--- src/rtl/bus_rr_arbiter.sv ---
// Round-robin arbiter sharing one bus device port between NrHosts requesters.
// An in-order ID FIFO routes each device response back to the host that issued it.
module bus_rr_arbiter #(
    parameter int NrHosts        = 2,
    parameter int AddressWidth   = 32,
    parameter int DataWidth      = 32,
    parameter int MaxOutstanding = 2
) (
    input  logic                              clk_i,
    input  logic                              rst_ni,
    input  logic [NrHosts-1:0]                host_req_i,
    output logic [NrHosts-1:0]                host_gnt_o,
    input  logic [NrHosts*AddressWidth-1:0]   host_addr_i,
    input  logic [NrHosts-1:0]                host_we_i,
    input  logic [NrHosts*(DataWidth/8)-1:0]  host_be_i,
    input  logic [NrHosts*DataWidth-1:0]      host_wdata_i,
    output logic [NrHosts-1:0]                host_rvalid_o,
    output logic [DataWidth-1:0]              host_rdata_o,
    output logic [NrHosts-1:0]                host_err_o,
    output logic                              device_req_o,
    input  logic                              device_gnt_i,
    output logic [AddressWidth-1:0]           device_addr_o,
    output logic                              device_we_o,
    output logic [DataWidth/8-1:0]            device_be_o,
    output logic [DataWidth-1:0]              device_wdata_o,
    input  logic                              device_rvalid_i,
    input  logic [DataWidth-1:0]              device_rdata_i,
    input  logic                              device_err_i,
    output logic                              busy_o,
    output logic                              protocol_err_o
);

    localparam int IdW  = $clog2(NrHosts);
    localparam int FpW  = (MaxOutstanding > 1) ? $clog2(MaxOutstanding) : 1;
    localparam int CntW = $clog2(MaxOutstanding + 1);
    localparam int BeW  = DataWidth / 8;

    function automatic logic [NrHosts-1:0] onehot(input logic [IdW-1:0] idx);
        logic [NrHosts-1:0] vec;
        vec      = '0;
        vec[idx] = 1'b1;
        return vec;
    endfunction

    function automatic logic [FpW-1:0] fifo_inc(input logic [FpW-1:0] ptr);
        return (MaxOutstanding == 1) ? {FpW{1'b0}} : ptr + FpW'(1);
    endfunction

    logic [IdW-1:0]          ptr_r;
    logic [IdW-1:0]          id_mem_r [MaxOutstanding];
    logic [FpW-1:0]          wr_ptr_r;
    logic [FpW-1:0]          rd_ptr_r;
    logic [CntW-1:0]         count_r;
    logic [CntW-1:0]         count_next_s;
    logic                    busy_r;
    logic                    protocol_err_r;

    logic [AddressWidth-1:0] addr_arr_s  [NrHosts];
    logic [BeW-1:0]          be_arr_s    [NrHosts];
    logic [DataWidth-1:0]    wdata_arr_s [NrHosts];

    logic [IdW-1:0]          lo_id_s;
    logic [IdW-1:0]          hi_id_s;
    logic                    hi_found_s;
    logic [IdW-1:0]          winner_s;
    logic                    any_req_s;
    logic                    full_s;
    logic                    empty_s;
    logic                    accept_s;
    logic                    pop_s;
    logic [IdW-1:0]          head_id_s;

    for (genvar g = 0; g < NrHosts; g++) begin : g_slice
        assign addr_arr_s[g]  = host_addr_i[g*AddressWidth +: AddressWidth];
        assign be_arr_s[g]    = host_be_i[g*BeW +: BeW];
        assign wdata_arr_s[g] = host_wdata_i[g*DataWidth +: DataWidth];
    end

    assign any_req_s = |host_req_i;
    assign full_s    = (count_r == CntW'(MaxOutstanding));
    assign empty_s   = (count_r == CntW'(0));

    // Winner search: lowest requester at or above ptr, else lowest requester overall (wrap)
    always_comb begin
        lo_id_s    = '0;
        hi_id_s    = '0;
        hi_found_s = 1'b0;
        for (int i = NrHosts - 1; i >= 0; i--) begin
            lo_id_s    = host_req_i[i] ? IdW'(i) : lo_id_s;
            hi_id_s    = (host_req_i[i] && (IdW'(i) >= ptr_r)) ? IdW'(i) : hi_id_s;
            hi_found_s = (host_req_i[i] && (IdW'(i) >= ptr_r)) ? 1'b1 : hi_found_s;
        end
        winner_s = hi_found_s ? hi_id_s : lo_id_s;
    end

    assign device_req_o   = any_req_s & ~full_s;
    assign accept_s       = device_req_o & device_gnt_i;
    assign device_addr_o  = addr_arr_s[winner_s];
    assign device_we_o    = host_we_i[winner_s];
    assign device_be_o    = be_arr_s[winner_s];
    assign device_wdata_o = wdata_arr_s[winner_s];
    assign host_gnt_o     = accept_s ? onehot(winner_s) : {NrHosts{1'b0}};

    assign pop_s         = device_rvalid_i & ~empty_s;
    assign head_id_s     = id_mem_r[rd_ptr_r];
    assign host_rvalid_o = pop_s ? onehot(head_id_s) : {NrHosts{1'b0}};
    assign host_err_o    = (pop_s & device_err_i) ? onehot(head_id_s) : {NrHosts{1'b0}};
    assign host_rdata_o  = device_rdata_i;

    assign busy_o         = busy_r;
    assign protocol_err_o = protocol_err_r;

    // Occupancy update; a simultaneous push and pop leaves the count unchanged
    always_comb begin
        count_next_s = count_r;
        case ({accept_s, pop_s})
            2'b10:   count_next_s = count_r + CntW'(1);
            2'b01:   count_next_s = count_r - CntW'(1);
            default: count_next_s = count_r;
        endcase
    end

    // RR pointer, ID FIFO, busy and sticky protocol-error state
    always_ff @(posedge clk_i or negedge rst_ni) begin
        if (!rst_ni) begin
            ptr_r          <= '0;
            wr_ptr_r       <= '0;
            rd_ptr_r       <= '0;
            count_r        <= '0;
            busy_r         <= 1'b0;
            protocol_err_r <= 1'b0;
            for (int i = 0; i < MaxOutstanding; i++) begin
                id_mem_r[i] <= '0;
            end
        end else begin
            if (accept_s) begin
                id_mem_r[wr_ptr_r] <= winner_s;
                wr_ptr_r           <= fifo_inc(wr_ptr_r);
                ptr_r              <= (winner_s == IdW'(NrHosts - 1)) ? IdW'(0) : winner_s + IdW'(1);
            end
            if (pop_s) begin
                rd_ptr_r <= fifo_inc(rd_ptr_r);
            end
            count_r        <= count_next_s;
            busy_r         <= (count_next_s != CntW'(0));
            protocol_err_r <= protocol_err_r | (device_rvalid_i & empty_s);
        end
    end

endmodule

--- config.mk ---
export PLATFORM = sky130hd
export DESIGN_NAME = bus_rr_arbiter
export DESIGN_NICKNAME = d
export VERILOG_FILES = /design/src/rtl/bus_rr_arbiter.sv
export SDC_FILE = /design/constraint.sdc
export NUM_CORES = 1
export LEC_CHECK = 0
export ABC_AREA = 0
export CORE_AREA = 2 2 113 115
export DETAILED_ROUTE_END_ITERATION = 6
export DIE_AREA = 0 0 115 117
export MAX_ROUTING_LAYER = met4
export PLACE_DENSITY = 0.62
export REMOVE_ABC_BUFFERS = 1
export SYNTH_ARGS = -nofsm -noshare
export SYNTH_HDL_FRONTEND = slang
export SYNTH_SLANG_ARGS = --single-unit
--- constraint.sdc ---
create_clock -name clk_i -period 3.6 [get_ports clk_i]
set_clock_uncertainty 0.15 [all_clocks]
set_input_delay 0.72 -clock clk_i [delete_from_list [all_inputs] [get_ports clk_i]]
set_output_delay 0.72 -clock clk_i [all_outputs]
set_load 0.02 [all_outputs]
# Word level (Yosys, flattened, before mapping)
# Cells that the tools add are included.
op_classes:
  n_addsub: 5
  n_lt_le_gt_ge: 10
  n_eq_ne: 3
  n_reduce_logical: 8
  n_bitwise: 11
  mux: 32
ops:
  columns: ["op", "n"]
  rows:
  - ["$mux 32", 6]
  - ["$mux 1", 15]
  - ["$mux 4", 3]
  - ["$ge 2x2->1 const B", 3]
  - ["$mux 2", 3]
  - ["$not 1->2", 3]
  - ["$and 1x1->1", 5]
  - ["$logic_and 1x1->1", 5]
  - ["$eq 2x2->1 const B", 2]
  - ["$lt 1x2->1 const B", 2]
  - ["$pmux 2 s2", 1]
  - ["$add 1x1->1 const B", 3]
  - ["$demux 1 s1", 3]
  - ["$add 2x1->2 const B", 1]
  - ["$bwmux 2", 1]
  - ["$eq 2x1->1 const B", 1]
  - ["$ge 1x1->1 const A", 2]
  - ["$ge 1x1->1 const B", 2]
  - ["$logic_not 2->1", 1]
  - ["$lt 2x1->1 const B", 1]
  - ["$not 1->1", 2]
  - ["$reduce_bool 2->1", 1]
  - ["$reduce_or 2->1", 1]
  - ["$sub 2x1->2 const B", 1]
  - ["$or 1x1->1", 1]
totals:
  reg_bits: 9
  elab_cells: 77

# Longest topological paths before layout
logic_depth:
  depth_word: 10
  ltp_mapped: 7

# Worst setup path before layout
# Ideal clock, no wire load.
synth_timing:
  kind: "in2out"
  start: "input port host_req_i[0]"
  end: "output port device_addr_o[22]"
  n_path_buf: 2
  stages: 5
  slack_ps: 1001
  arrival_ps: 1729
  required_ps: 2730
  cell_sequence: "inv_1 > o21ai_0 > buf_2 > buf_2 > mux2_2"
synth_via:
  elab_chain_cells: 7
  elab_cells_between_ends: 9
synth_lines:
  columns: ["element", "line", "source"]
  rows:
  - ["start, declared", "11", "input logic [NrHosts-1:0] host_req_i,"]
  - ["$logic_and 1x1->1", "90, 91", null]
  - ["$mux 1 (on tied branches)", "90, 91", null]
  - ["$mux 1 *", "93", "winner_s = hi_found_s ? hi_id_s : lo_id_s;"]
  - ["$not 1->2 (implied by the code) *", "98", "assign device_addr_o = addr_arr_s[winner_s];"]
  - ["$mux 32 (implied by the code) * (3 in series)", "98", null]
  - ["end, declared", "22", "output logic [AddressWidth-1:0] device_addr_o,"]
# Every way passes the cells marked *; elsewhere a longest branch is shown, timed or not. The select of a mux whose other input is x is not followed.

# Worst setup path after layout
layout_timing:
  start: "input port host_req_i[0]"
  end: "output port device_addr_o[23]"
# Same word-level chain as after synthesis.

==> results <==
## stage by stage
step / util [%] / hold WS (ns) / TNS, ns
after CTS: 30.8 / 0.308 / 0
after global routing: 31.6 / 0.334 / -0.00119
after global placement: 30.1 / 0.291 / 0
after detailed placement: 30.1 / 0.300 / 0
after floorplan: - / 0.274 / -291.19
final: 31.6 / 0.304 / 0
## synthesized netlist by cell type (all sizes together) (2+ instances only)
library cell	n
o21ai	5
nor2	6
mux2	70
xnor2	3
inv	4
o31ai	2
nand2b	2
o41ai	2
buf	41
nor2b	3
dfrtp	9
## cells by family (layout without fill, tap and decap cells)
family	Yosys count	after routing
xor+xnor	4	4
fa+ha+maj	1	1
compound gates	10	10
flops	9	9
buf+inv	45	233
simple gates	16	16
mux	71	71
## per-layer routing
layer / global-route usage, % / vias up / part of all wire (%)
li1: - / 896 / -
met1: 15.3 / 886 / 41
met2: 16.3 / 145 / 45
met3: 6.85 / 3 / 13
met4: 1.85 / 0 / 0.49
met5: - / - / 0
## state kept, by name, summed over array words and instances (netlist names)
register,cells
id_mem_r,2
rd_ptr_r,1
ptr_r,1
wr_ptr_r,1
protocol_err_o,1
busy_o,1
count_r,2
## power by group through the flow
stage	Clock, mW	Sequential [mW]	Combinational [mW]
6_report	0.195	0.193	0.975
5_1_grt	0.206	0.200	1.04
2_1_floorplan	0	0.188	0.521
3_5_place_dp	0	0.194	0.992
3_3_place_gp	0	0.190	0.984
4_1_cts	0.200	0.193	1.00
## final timing paths
kind	startpoint	end	slack, ns	cells past startpoint
worst min register to register	protocol_err_o$_DFF_PN0_	protocol_err_o$_DFF_PN0_	0.30	1
worst min-delay path	protocol_err_o$_DFF_PN0_	protocol_err_o$_DFF_PN0_	0.30	1
worst max-delay path	host_req_i[0]	device_addr_o[23]	0.06	6
max in group asynchronous	rst_ni	count_r[0]$_DFF_PN0_	2.38	1
worst max register to register	count_r[1]$_DFF_PN0_	busy_o$_DFF_PN0_	1.41	6
min in group asynchronous	rst_ni	wr_ptr_r$_DFFE_PN0N_	0.64	1
## what timing repair did
item | in CTS | in global routing
endpoints found under the hold margin | 0 | 0
setup endpoints to repair | 0 | 40
resized for setup | 0 | 40
## critical path: cells and delay by family
kind	cells	cell delay [ns]
buffers and inverters	4	1.34
multiplexers	1	0.36
AO/OA/AOI/OAI	1	0.22
## cell type report
cell class | instances | area share, %
Timing Repair Buffer | 225 | 60.9
Multi-Input combinational cell | 102 | 26.0
Sequential cell | 9 | 5.79
Tap cell | 150 | 4.83
Clock buffer | 4 | 2.03
Inverter | 4 | 0.386
==> metrics.csv <==
stage,metric,value,unit
power_and_ir_drop,Comb pwr share,71.6,%
synth,register bit count reported by yosys,9,
layout,P&R area growth vs syn,152,%
synth,distinct cell type count of the synthesized netlist,24,
sta,Max Fclk,0.283,GHz
synth,complex-gate fraction of the synthesized area,4.21,%
sta,Final period util,98.3,%
min_path,class of the worst hold path,register to register,
cts,hold buffer count at cts,0,
cts,Clock Path Buffers,2,
die,row cnt,41,
synth,Mean Syn Cell Area,9.91,µm²
sta,post-layout minimum cycle time,3.54,ns
cts,CTS root buf,clkbuf_16,
layout,nets,523,
worst_setup_path,slowest cell on the critical path,clkdlybuf4s50_1,
worst_setup_path,crit start category,input pin,
synth,prevailing post-synth register cell,dfrtp_1,
worst_setup_path,Worst Path Required,2.73,ns
synth,Post-Synth Adder-Cell Area,0.810,%
global_routing,vias in the first global route,1973,
worst_setup_path,crit-path cells,"clkdlybuf4s50_1, inv_1, o21ai_4, buf_12, mux2_2, clkdlybuf4s50_1",
cts,H-tree depth,1,
layout,multi-input logic area,1010,µm²
worst_setup_path,Most common cell on crit path,clkdlybuf4s50_1,
synth,synth warn,0,
sta,Max-slew headroom,62.2,%
run,Max Cap Viol,0,
power_and_ir_drop,Pwr Density,350,nW/µm²
die,DIE HEIGHT,117,µm
die,Core ar.,12300,µm²
layout,Final Instance Area,3890,µm²
worst_setup_path,WP data arrival,2.67,ns
status,status,completed,
placement,IO Port Bufs,222,
die,Die ar.,13500,µm²
synth,synthesized area,1550,µm²
synth,cell taking the most area after synthesis,mux2_2,
detailed_routing,drt first pass iters,4,
sta,final-report hold violation count,0,
cts,clock sinks,9,
synth,"EDFF count, synth",0,
synth,mux cell area share after synthesis,51.9,%
power_and_ir_drop,Switching Fraction,37.2,%
synth,post-synth top area share,50.3,%
die,initial cell density of the core,12.6,%
synth,main combinational cell family by area after synthesis,multiplexers,
global_routing,initial antenna violation count,0,
cts,CTS tree,built,
cts,"Clk pin slew, worst setup/hold paths",0.04,ns
layout,most frequent cells in the layout,"clkdlybuf4s50_1 (182), mux2_2 (69), dlymetal6s2s_1 (40), dfrtp_1 (9), nor2_1 (6)",
sta,Final Slew Violations,0,
layout,"Cell Count, Final, Fillers Out",494,
sta,post-route setup slack,0.0612,ns
power_and_ir_drop,sequential power share,14.2,%
placement,Inst Count DP,490,
synth,register area share after synthesis,14.6,%
cts,cts bufs inserted,3,
power_and_ir_drop,P_int,0.856,mW
worst_setup_path,Crit Path Max Fanout,41,
power_and_ir_drop,worst vdd ir,0.164,mV
global_routing,first-pass GRT wire length,11400,µm
global_routing,GR Overflow Total,0,
placement,global placement routability congestion,0.735,
placement,Setup Slack @ Placement,0.0403,ns
layout,"commonest non-fill, non-tap cell in the layout",clkdlybuf4s50_1,
layout,Register Area,225,µm²
synth,Post-Synth XOR/XNOR Area,2.27,%
detailed_routing,Post-Route WL,8740,µm
worst_setup_path,Worst Setup End Kind,primary output,
layout,share of cells above drive strength 1,22.7,%
global_routing,largest net degree at the start of global routing,42,
worst_setup_path,worst stage delay on the critical path,0.54,ns
die,DIE WIDTH,115,µm
detailed_routing,routed vias,1930,
detailed_routing,"antenna viol nets, final",0,
synth,Mapped Cells,156,
detailed_routing,Via density,3.91,
sta,Setup Viol. Count Final,0,
detailed_routing,drt wl/cell,17.7,µm
placement,DP Area,3710,µm²
layout,ANT cells,0,
layout,number of fill cells in the layout,1275,
synth,Synth Area in Simple Gates,5.59,%
detailed_routing,Initial DRC Count,51,
power_and_ir_drop,Clk pwr share,14.3,%
detailed_routing,DRC errors left,0,
synth,Async SR Flop Fraction,100,%
synth,Area contributors post-synth,"mux2_2 (50%), buf_4 (18%), dfrtp_1 (15%)",
placement,hpwl dp,7490,µm
power_and_ir_drop,Psw,0.507,mW
power_and_ir_drop,Pleak,1.78,nW
sta,Slew @ Worst Pin,0.561,ns
power_and_ir_drop,Power Total,1.36,mW
cts,Worst-Skew Late Latency,0.23,ns
cts,Post-CTS Repair Setup Buffers,0,
global_routing,gr usage total,11.9,%
worst_setup_path,CP Class,input pin to primary output,
die,IO Count,287,
No activity file was read; power rests on OpenSTA's default activity.
